--- src/rtl/ahb_to_apb_bridge_pkg.sv ---
// AHB-Lite / APB codes and bridge FSM encoding shared by the bridge and its strobe generator.
package ahb_to_apb_bridge_pkg;

   typedef enum logic [1:0] {
      HTRANS_IDLE   = 2'b00,
      HTRANS_BUSY   = 2'b01,
      HTRANS_NONSEQ = 2'b10,
      HTRANS_SEQ    = 2'b11
   } htrans_e;

   typedef enum logic [1:0] {
      HRESP_OKAY  = 2'b00,
      HRESP_ERROR = 2'b01
   } hresp_e;

   typedef enum logic [2:0] {
      HSIZE_BYTE = 3'b000,
      HSIZE_HALF = 3'b001,
      HSIZE_WORD = 3'b010
   } hsize_e;

   typedef enum logic [2:0] {
      ST_IDLE   = 3'd0,
      ST_SETUP  = 3'd1,
      ST_ACCESS = 3'd2,
      ST_RESP   = 3'd3,
      ST_ERR1   = 3'd4,
      ST_ERR2   = 3'd5
   } bridge_state_e;

   // AHB HPROT[0] = data (not opcode), HPROT[1] = privileged; APB PPROT = {instr, secure, priv}.
   function automatic logic [2:0] ahb_to_pprot(input logic [1:0] hprot_lo);
      return {~hprot_lo[0], 1'b0, hprot_lo[1]};
   endfunction

endpackage

--- src/rtl/apb_strb_gen.sv ---
// Combinational HSIZE/HADDR[1:0]/HWRITE -> PSTRB decode plus misalignment flag; zero latency.
module apb_strb_gen
   import ahb_to_apb_bridge_pkg::*;
(
   input  logic [2:0] size_i,
   input  logic [1:0] addr_lo_i,
   input  logic       write_i,
   output logic [3:0] strb_o,
   output logic       misaligned_o
);

   always_comb begin
      strb_o       = 4'b0000;
      misaligned_o = 1'b0;
      case (size_i)
         HSIZE_BYTE: strb_o = 4'b0001 << addr_lo_i;
         HSIZE_HALF: begin
            strb_o       = 4'b0011 << {addr_lo_i[1], 1'b0};
            misaligned_o = addr_lo_i[0];
         end
         HSIZE_WORD: begin
            strb_o       = 4'b1111;
            misaligned_o = |addr_lo_i;
         end
         default: misaligned_o = 1'b1;
      endcase
      // Reads and rejected transfers never assert byte lanes.
      if (!write_i || misaligned_o) begin
         strb_o = 4'b0000;
      end
   end

endmodule

--- src/rtl/ahb_to_apb_bridge.sv ---
// AHB-Lite slave converting single transfers into APB4 accesses, one in flight, with PREADY timeout.
// Accept at T: SETUP T+1, ACCESS T+2.., HREADYOUT back high the cycle after PREADY (or after error).
module ahb_to_apb_bridge
   import ahb_to_apb_bridge_pkg::*;
#(
   parameter int ADDR_WIDTH = 16,
   parameter int TIMEOUT    = 255
) (
   input  logic                  HCLK_i,
   input  logic                  HRESETn_i,
   input  logic                  HSEL_i,
   input  logic [31:0]           HADDR_i,
   input  logic [1:0]            HTRANS_i,
   input  logic [2:0]            HSIZE_i,
   input  logic                  HWRITE_i,
   input  logic [3:0]            HPROT_i,
   input  logic [31:0]           HWDATA_i,
   input  logic                  HREADY_i,
   output logic                  HREADYOUT_o,
   output logic [1:0]            HRESP_o,
   output logic [31:0]           HRDATA_o,
   output logic [ADDR_WIDTH-1:0] PADDR_o,
   output logic                  PSEL_o,
   output logic                  PENABLE_o,
   output logic                  PWRITE_o,
   output logic [31:0]           PWDATA_o,
   output logic [3:0]            PSTRB_o,
   output logic [2:0]            PPROT_o,
   input  logic                  PREADY_i,
   input  logic                  PSLVERR_i,
   input  logic [31:0]           PRDATA_i
);

   localparam int CNT_W     = (TIMEOUT > 0) ? $clog2(TIMEOUT + 1) : 1;
   localparam int TO_LAST_I = (TIMEOUT > 0) ? TIMEOUT - 1 : 0;
   localparam logic [CNT_W-1:0] TO_LAST = CNT_W'(TO_LAST_I);

   bridge_state_e         state_q, state_d;
   logic [ADDR_WIDTH-1:0] addr_q, addr_d;
   logic                  write_q, write_d;
   logic [3:0]            strb_q, strb_d;
   logic [2:0]            prot_q, prot_d;
   logic [31:0]           rdata_q, rdata_d;
   logic [CNT_W-1:0]      cnt_q, cnt_d;
   logic                  hreadyout_q, hreadyout_d;
   logic [1:0]            hresp_q, hresp_d;
   logic                  psel_q, psel_d;
   logic                  penable_q, penable_d;

   logic                  accept;
   logic [3:0]            strb_in;
   logic                  misaligned_in;
   logic                  unused_hi;

   assign unused_hi = ^{HADDR_i[31:ADDR_WIDTH], HPROT_i[3:2]};

   // HTRANS[1] covers NONSEQ and SEQ; IDLE/BUSY get a zero-wait OKAY with no capture.
   assign accept = HSEL_i & HREADY_i & HTRANS_i[1];

   apb_strb_gen u_strb_gen (
      .size_i       (HSIZE_i),
      .addr_lo_i    (HADDR_i[1:0]),
      .write_i      (HWRITE_i),
      .strb_o       (strb_in),
      .misaligned_o (misaligned_in)
   );

   always_comb begin
      state_d = state_q;
      addr_d  = addr_q;
      write_d = write_q;
      strb_d  = strb_q;
      prot_d  = prot_q;
      rdata_d = rdata_q;
      cnt_d   = cnt_q;

      case (state_q)
         // Only states that present HREADYOUT = 1 may take a new address phase.
         ST_IDLE, ST_RESP, ST_ERR2: begin
            state_d = ST_IDLE;
            if (accept) begin
               addr_d  = HADDR_i[ADDR_WIDTH-1:0];
               write_d = HWRITE_i;
               strb_d  = strb_in;
               prot_d  = ahb_to_pprot(HPROT_i[1:0]);
               cnt_d   = '0;
               state_d = misaligned_in ? ST_ERR1 : ST_SETUP;
            end
         end
         ST_SETUP: state_d = ST_ACCESS;
         ST_ACCESS: begin
            cnt_d = cnt_q + CNT_W'(1);
            if (PREADY_i) begin
               if (PSLVERR_i) begin
                  state_d = ST_ERR1;
               end else begin
                  state_d = ST_RESP;
                  if (!write_q) begin
                     rdata_d = PRDATA_i;
                  end
               end
            end else if ((TIMEOUT != 0) && (cnt_q == TO_LAST)) begin
               state_d = ST_ERR1;
            end
         end
         ST_ERR1: state_d = ST_ERR2;
         default: state_d = ST_IDLE;
      endcase

      // Bus-facing controls are registered, decoded from the state being entered.
      hreadyout_d = (state_d == ST_IDLE) || (state_d == ST_RESP) || (state_d == ST_ERR2);
      hresp_d     = ((state_d == ST_ERR1) || (state_d == ST_ERR2)) ? HRESP_ERROR : HRESP_OKAY;
      psel_d      = (state_d == ST_SETUP) || (state_d == ST_ACCESS);
      penable_d   = (state_d == ST_ACCESS);
   end

   always_ff @(posedge HCLK_i) begin
      if (!HRESETn_i) begin
         state_q     <= ST_IDLE;
         addr_q      <= '0;
         write_q     <= 1'b0;
         strb_q      <= 4'b0000;
         prot_q      <= 3'b000;
         rdata_q     <= 32'h0;
         cnt_q       <= '0;
         hreadyout_q <= 1'b1;
         hresp_q     <= HRESP_OKAY;
         psel_q      <= 1'b0;
         penable_q   <= 1'b0;
      end else begin
         state_q     <= state_d;
         addr_q      <= addr_d;
         write_q     <= write_d;
         strb_q      <= strb_d;
         prot_q      <= prot_d;
         rdata_q     <= rdata_d;
         cnt_q       <= cnt_d;
         hreadyout_q <= hreadyout_d;
         hresp_q     <= hresp_d;
         psel_q      <= psel_d;
         penable_q   <= penable_d;
      end
   end

   assign HREADYOUT_o = hreadyout_q;
   assign HRESP_o     = hresp_q;
   assign HRDATA_o    = rdata_q;
   assign PADDR_o     = addr_q;
   assign PSEL_o      = psel_q;
   assign PENABLE_o   = penable_q;
   assign PWRITE_o    = write_q;
   assign PSTRB_o     = strb_q;
   assign PPROT_o     = prot_q;
   // The master holds HWDATA while HREADYOUT is low, so it is stable across SETUP/ACCESS.
   assign PWDATA_o    = HWDATA_i;

endmodule

--- config.mk ---
export PLATFORM = sky130hd
export DESIGN_NAME = ahb_to_apb_bridge
export DESIGN_NICKNAME = d
export VERILOG_FILES = /design/src/rtl/ahb_to_apb_bridge_pkg.sv /design/src/rtl/apb_strb_gen.sv /design/src/rtl/ahb_to_apb_bridge.sv
export SDC_FILE = /design/constraint.sdc
export NUM_CORES = 1
export LEC_CHECK = 0
export ABC_AREA = 1
export CORE_MARGIN = 4
export CORE_UTILIZATION = 32
export DETAILED_ROUTE_END_ITERATION = 6
export PLACE_DENSITY_LB_ADDON = 0.2
export SYNTH_ARGS = -nofsm -noshare
export SYNTH_HDL_FRONTEND = slang
export SYNTH_SLANG_ARGS = --single-unit
export TNS_END_PERCENT = 30
--- constraint.sdc ---
create_clock -name HCLK_i -period 1.3 [get_ports HCLK_i]
set_clock_uncertainty 0.05 [all_clocks]
set_input_delay 0.26 -clock HCLK_i [delete_from_list [all_inputs] [get_ports HCLK_i]]
set_output_delay 0.26 -clock HCLK_i [all_outputs]
set_load 0.005 [all_outputs]
==> metrics.cfg, run 1 <==
[clock_tree]
clk_path_buf_depth=2
cts_buffers=9
insertion_delay_ps=330
htreeDepth=3
tritoncts=yes
cts_sinks=70
clockRootBuffer=clkbuf_8
postCtsHoldBufs=0
path_clk_slew_ps=80

[grt]
met3_usage=0.0484
use_met2=0.235
grt-busiest-layer=met2
grt_pass1_vias=2930
antenna_found_initial=0
gr-total-overflow=0
grt_max_degree=35
grt_first_pass_wirelength_um=13900
met1_usage=0.201
track_usage=0.153

[cells_and_area]
multi_input_area_um2=1360
nets=654
num_antenna_cells=0
register_area_um2=1430
syn2layout_area_growth_pct=61.3
final_common_cell=nor2_1
final_cell_mix=nor2_1, dlygate4sd2_1, clkdlybuf4s50_1
fill_cells=921
drive_gt1_frac=0.262

[worst_setup_path]
startpoint_type=register
path_class=register to register
crit_fanout=6
cp.arrival_ps=1660
cp-end-kind=register
cp.required_ps=1520

[worst_hold_path]
hold_path.class=primary input to register

[pwr]
p_leak_uw=0.00222
peakVddDrop_mv=0.605
powerDensity_nw_per_um2=1030

[sta]
fmax_ghz=0.691
hold-worst-slack_ps=413
drv_slew=0
fin_ws_ps=-148
fin_crit_sh=1.11
grt_setup_unrepaired=true
hold_violations=0
fin_crit_ps=1450
setup_viol=52

[placement]
hpwlAfterDp_um=5960
pre_cts_ws_ps=-518
gp_congestion=0.776
portBuffers=119

[die]
coreArea_um2=9240
initial_core_util=0.328
dieArea_um2=11100
die_x_um=105
dieHeight_um=105
rows=35
io_pins=205

[synth]
syn-mean-instance-area_um2=7.42
synth_cells=408
synth-seq-cells=70
yosysSeqAreaShare=0.463
ys_warn_count=0
ys_types=27
syn-cell-area_um2=3030

[detailed_routing]
wl_per_cell_um=13.0
route.detailed.vias_per_inst=4.45
drc=0
vias=2999
wirelength_um=8760
dr.pass1.iters=5
drt_iter0_drc=75
drtAntennaViolNets=0

[flow_run]
drv_cap=0

[status]
status=finished, violations left
violations=negative setup slack

==> layout make-up <==
| type | instances | area share |
|---|---|---|
| clock inverter | 7 | 0.0246 |
| timing repair buffer | 170 | 0.322 |
| clock buffer | 9 | 0.0254 |
| timing repair inverter | 1 | 0.00179 |
| multi-input combinational | 266 | 0.279 |
| sequential | 70 | 0.293 |
| tap | 129 | 0.0330 |
| inverter | 22 | 0.0215 |
==> where the power goes <==
group	switching, µW	leakage [µW]	internal, µW
clock network	845	0.000120	1280
registers	35.4	0.000579	2210
logic	286	0.00153	370
==> per-layer routing <==
layer  routed length (µm)  share of wire
met2                 3910           0.45
met3                  716          0.082
met4                  110          0.013
met5                    0              0
met1                 4030           0.46
==> worst paths after layout <==
path                        startpoint                         to  slack [ps]  depth (start not counted)
max reg2reg      state_q[0]$_SDFF_PN0_    PSTRB_o[2]$_SDFFE_PN0P_        -150                          9
min                         HPROT_i[0]    PPROT_o[2]$_SDFFE_PN0P_         410                          2
max              state_q[0]$_SDFF_PN0_    PSTRB_o[2]$_SDFFE_PN0P_        -150                          9
min reg2reg  HRDATA_o[12]$_SDFFE_PN0P_  HRDATA_o[12]$_SDFFE_PN0P_         420                          2
==> what timing repair did <==
action | in CTS | in global routing
pin swaps | 13 | 16
hold endpoints to repair | 0 | 0
setup buffers | 6 | 4
resized for setup | 138 | 37
cloned | 1 | 1
setup endpoints to repair | 128 | 74
==> cells in the mapped netlist <==
| library cell | n | area, µm² |
|---|---|---|
| buf_6 | 1 | 11.3 |
| inv_2 | 6 | 22.5 |
| inv_4 | 1 | 6.26 |
| clkbuf_1 | 6 | 22.5 |
| nand2_1 | 44 | 165 |
| nor2_8 | 1 | 20.0 |
| ha_1 | 2 | 25.0 |
| a21oi_1 | 18 | 90.1 |
| nand4_1 | 2 | 12.5 |
| buf_4 | 39 | 293 |
| nor2_2 | 1 | 6.26 |
| nor3_1 | 4 | 20.0 |
| inv_1 | 15 | 56.3 |
| or2_2 | 1 | 6.26 |
| conb_1 | 1 | 3.75 |
| nor2_1 | 109 | 409 |
| a31oi_1 | 2 | 12.5 |
| nor2_4 | 1 | 11.3 |
| nand2_2 | 5 | 31.3 |
| o21ai_0 | 44 | 220 |
| a21oi_2 | 1 | 8.76 |
| a211oi_1 | 2 | 15.0 |
| o21ai_1 | 16 | 80.1 |
| buf_1 | 1 | 3.75 |
| buf_2 | 4 | 20.0 |
| dfxtp_1 | 70 | 1400 |
| nand3_1 | 11 | 55.1 |
==> stage by stage <==
step | utilization | power (µW) | std cells | setup TNS (ps) | instance area (µm²)
floorplan | - | 2580 | 409 | -19.8 | 3040
global placement | 0.471 | 2890 | 646 | -30360 | 4350
detailed placement | 0.471 | 2890 | 646 | -31640 | 4350
CTS | 0.515 | 5070 | 669 | -2860 | 4760
global route | 0.529 | 5270 | 674 | -9000 | 4890
finish | 0.529 | 5030 | 674 | -2940 | 4890
==> logic make-up (layout without fill, tap and decap cells) <==
family	Yosys count	count (layout)	share of synthesized area
DFF	70	70	0.463
adders and majority gates	2	2	0.00826
buffers and inverters	73	209	0.144
other	1	2	0.00124
AOI/OAI and AO/OA	83	83	0.141
and+or+nand+nor	179	179	0.243
==> state kept, by name, indices dropped and copies added (netlist names) <==
name / flops
HRDATA_o: 32
HREADYOUT_o: 1
HRESP_o: 1
PADDR_o: 16
PENABLE_o: 1
PPROT_o: 2
PSEL_o: 1
PSTRB_o: 4
PWRITE_o: 1
cnt_q: 8
state_q: 3
==> critical path, cell delays in order, from the launching register on <==
cell and delay, ps:
dfxtp_2 350, buf_6 120, nand3_4 90, nand2_4 70
nor2_8 190, buf_6 130, nand2_4 50, nor2_4 110
o21ai_1 80, a21oi_1 140
(Power assumes the default switching activity.)
==> run 2: changes to the inputs <==
--- a/config.mk
+++ b/config.mk
@@ -6,6 +6,7 @@
 export NUM_CORES = 1
 export LEC_CHECK = 0
 export ABC_AREA = 1
+export ABC_CLOCK_PERIOD_IN_PS = 1300
 export CORE_MARGIN = 4
 export CORE_UTILIZATION = 32
 export DETAILED_ROUTE_END_ITERATION = 6
==> results of run 2 <==
Same layout as run 1: the final DEF is identical, and so are final timing and power.
==> run 3: changes to the inputs <==
--- a/config.mk
+++ b/config.mk
@@ -10,7 +10,7 @@
 export CORE_MARGIN = 4
 export CORE_UTILIZATION = 32
 export DETAILED_ROUTE_END_ITERATION = 6
-export PLACE_DENSITY_LB_ADDON = 0.2
+export PLACE_DENSITY = 0.83
 export SYNTH_ARGS = -nofsm -noshare
 export SYNTH_HDL_FRONTEND = slang
 export SYNTH_SLANG_ARGS = --single-unit
==> run 3 against run 2 <==
Effect of this change: the run still ends with negative setup slack left; hold slack got worse by 57 ps; critical path depth is 1 lower; cell area grew 1.8%; critical path type unchanged; critical endpoint is now cnt_q[0]$_SDFFE_PN0P_; highest routed layer unchanged.
==> metrics.cfg, run 3 (synthesized netlist as in run 1, its figures left out) <==
[status]
status=finished, violations left
violations=negative setup slack

[pwr]
powerDensity_nw_per_um2=995  ; -3.3%
peakVddDrop_mv=0.593  ; -1.9%
p_switching_uw=1140  ; -2.0%
pwr-share-seq=0.452  ; +0.006
clockPowerShare=0.416  ; -0.008
p_leak_uw=0.00227  ; +1.9%
swShare=0.231  ; -0.000960
p_int_uw=3800  ; -1.5%
combPwrFrac=0.131  ; about the same

[grt]
grt_max_degree=33  ; -5.7%
grt_first_pass_wirelength_um=13200  ; -5.6%
gr-total-overflow=0  ; unchanged
grt_pass1_vias=2858  ; -2.5%
track_usage=0.144  ; -0.00948
antenna_found_initial=0  ; unchanged

[die]
coreArea_um2=9240  ; unchanged
initial_core_util=0.328  ; unchanged
dieArea_um2=11100  ; unchanged
dieHeight_um=105  ; unchanged
rows=35  ; unchanged
die_x_um=105  ; unchanged
io_pins=205  ; unchanged

[worst_setup_path]
cp.depth=8  ; -1
reg2reg_to=cnt_q[0]$_SDFFE_PN0P_
cp-end-kind=register
rr_worst_depth=8  ; -1
path_class=register to register
crit_end=cnt_q[0]$_SDFFE_PN0P_
timing.critical_path.buf_inv=2  ; unchanged
crit_fanout=6  ; unchanged
critPathSlowestCell=dfxtp_4
startpoint_type=register
timing.rr.start=state_q[0]$_SDFF_PN0_
cp_slowest_stage_delay_ps=370  ; +20 ps
cp.arrival_ps=1650  ; about the same
path_delay_family=compound AO/OA/AOI/OAI gates
critPathLaunch=state_q[0]$_SDFF_PN0_
reg2reg_slack_ps=-160  ; about the same
crit_chain=inv_6, nand2_4, a21oi_4, nor2_8, buf_6, nor2_4, nor2_2, a211oi_2
cp.required_ps=1490  ; -30 ps

[sta]
grt_setup_unrepaired=true
worst_pin_slew_ps=550
fin_crit_ps=1460  ; +9.31 ps
max_slew_margin=0.633
setup_viol=67  ; +29%
hold-worst-slack_ps=356  ; -57.2 ps
fin_ws_ps=-158  ; -9.31 ps
hold_violations=0  ; unchanged
drv_slew=0  ; unchanged
fin_crit_sh=1.12  ; +0.00716
fmax_ghz=0.686  ; -0.64%

[clock_tree]
tritoncts=yes
postCtsHoldBufs=0  ; unchanged
cts_sinks=70  ; unchanged
insertion_delay_ps=330  ; about the same
cts_buffers=9  ; unchanged
clockRootBuffer=clkbuf_8
clk_path_buf_depth=2  ; unchanged
htreeDepth=3  ; unchanged
path_clk_slew_ps=80  ; about the same

[cells_and_area]
drive_gt1_frac=0.290  ; +0.0276
final_common_cell=nor2_1
final_cell_mix=nor2_1, dlygate4sd2_1, dfxtp_1
syn2layout_area_growth_pct=64.2
nets=647  ; -1.1%
fin_area_um2=4970  ; +1.8%
num_antenna_cells=0  ; unchanged
largest_reg_flops=32  ; unchanged
fill_cells=834  ; -9.4%

[detailed_routing]
wirelength_um=9050  ; +3.3%
route.detailed.vias_per_inst=4.59  ; +3.2%
dr.pass1.iters=4  ; -1
vias=3062  ; +2.1%
drc=0  ; unchanged
wl_per_cell_um=13.6  ; +4.3%
drt_iter0_drc=81  ; +8.0%
drtAntennaViolNets=0  ; unchanged

[flow_run]
drv_cap=0  ; unchanged

[placement]
gp_congestion=0.823  ; +6.1%
hpwlAfterDp_um=5920  ; -0.61%
placed_area_um2=4320  ; -0.86%
portBuffers=119  ; unchanged

[worst_hold_path]
hold_path.class=primary input to register
hold_start=HRESETn_i

-- run 3: repair_timing --
| action | 4_1_cts | 5_1_grt |
|---|---|---|
| resized for setup | 106 | 102 |
| pin swaps | 16 | 27 |
| buffers inserted | 2 | 5 |
| endpoints found under the setup margin | 127 | 73 |
| gates cloned | 0 | 4 |
-- run 3: per-layer routing --
metal,GRT usage,vias up,share of wire
met4,0.0544,0,0.023
met5,0,-,0
li1,-,1525,-
met1,0.163,1381,0.41
met2,0.249,126,0.49
met3,0.0490,30,0.081
-- run 3: worst reg2reg max path: stages (launching register included) --
cell	delay, ps
dfxtp_4	370
inv_6	70
nand2_4	50
a21oi_4	210
nor2_8	80
buf_6	120
nor2_4	160
nor2_2	70
a211oi_2	180
-- run 3: worst min path at each step --
stage / to / slack (ps) / cells after the start
final: HRDATA_o[2]$_SDFFE_PN0P_ / 360 / 4
after CTS: HRDATA_o[26]$_SDFFE_PN0P_ / 310 / 4
after global placement: PSTRB_o[0]$_SDFFE_PN0P_ / 410 / 2
after global routing: HRDATA_o[11]$_SDFFE_PN0P_ / 370 / 4
after floorplan: PPROT_o[2]$_SDFFE_PN0P_ / 300 / 1
after detailed placement: HRDATA_o[5]$_SDFFE_PN0P_ / 420 / 2
-- run 3: per-stage QoR --
stage	power [µW]	util	worst slack, ps	TNS (ps)	instances
6_report	4950	0.538	-158	-5910	667
5_1_grt	5160	0.538	-254	-11320	667
3_5_place_dp	2880	0.467	-568	-31540	640
4_1_cts	4960	0.498	-201	-6470	658
2_1_floorplan	2580	-	-19.8	-19.8	409
3_3_place_gp	2860	0.467	-486	-29210	640
-- run 3: final cells by class --
| cell class | instances | area (µm²) | share of cell area |
|---|---|---|---|
| sequential | 70 | 1430 | 0.286 |
| clock inverter | 4 | 76.3 | 0.0153 |
| clock buffer | 12 | 165 | 0.0332 |
| multi-input combinational | 266 | 1460 | 0.294 |
| tap | 129 | 161 | 0.0324 |
| timing repair buffer | 164 | 1580 | 0.317 |
| inverter | 22 | 110 | 0.0221 |
-- run 3: power groups by stage --
stage | Sequential (µW) | Combinational [µW] | Clock, µW
2_1_floorplan | 2290 | 294 | 0
3_3_place_gp | 2280 | 581 | 0
3_5_place_dp | 2280 | 591 | 0
4_1_cts | 2230 | 587 | 2140
5_1_grt | 2250 | 708 | 2210
6_report | 2240 | 649 | 2060
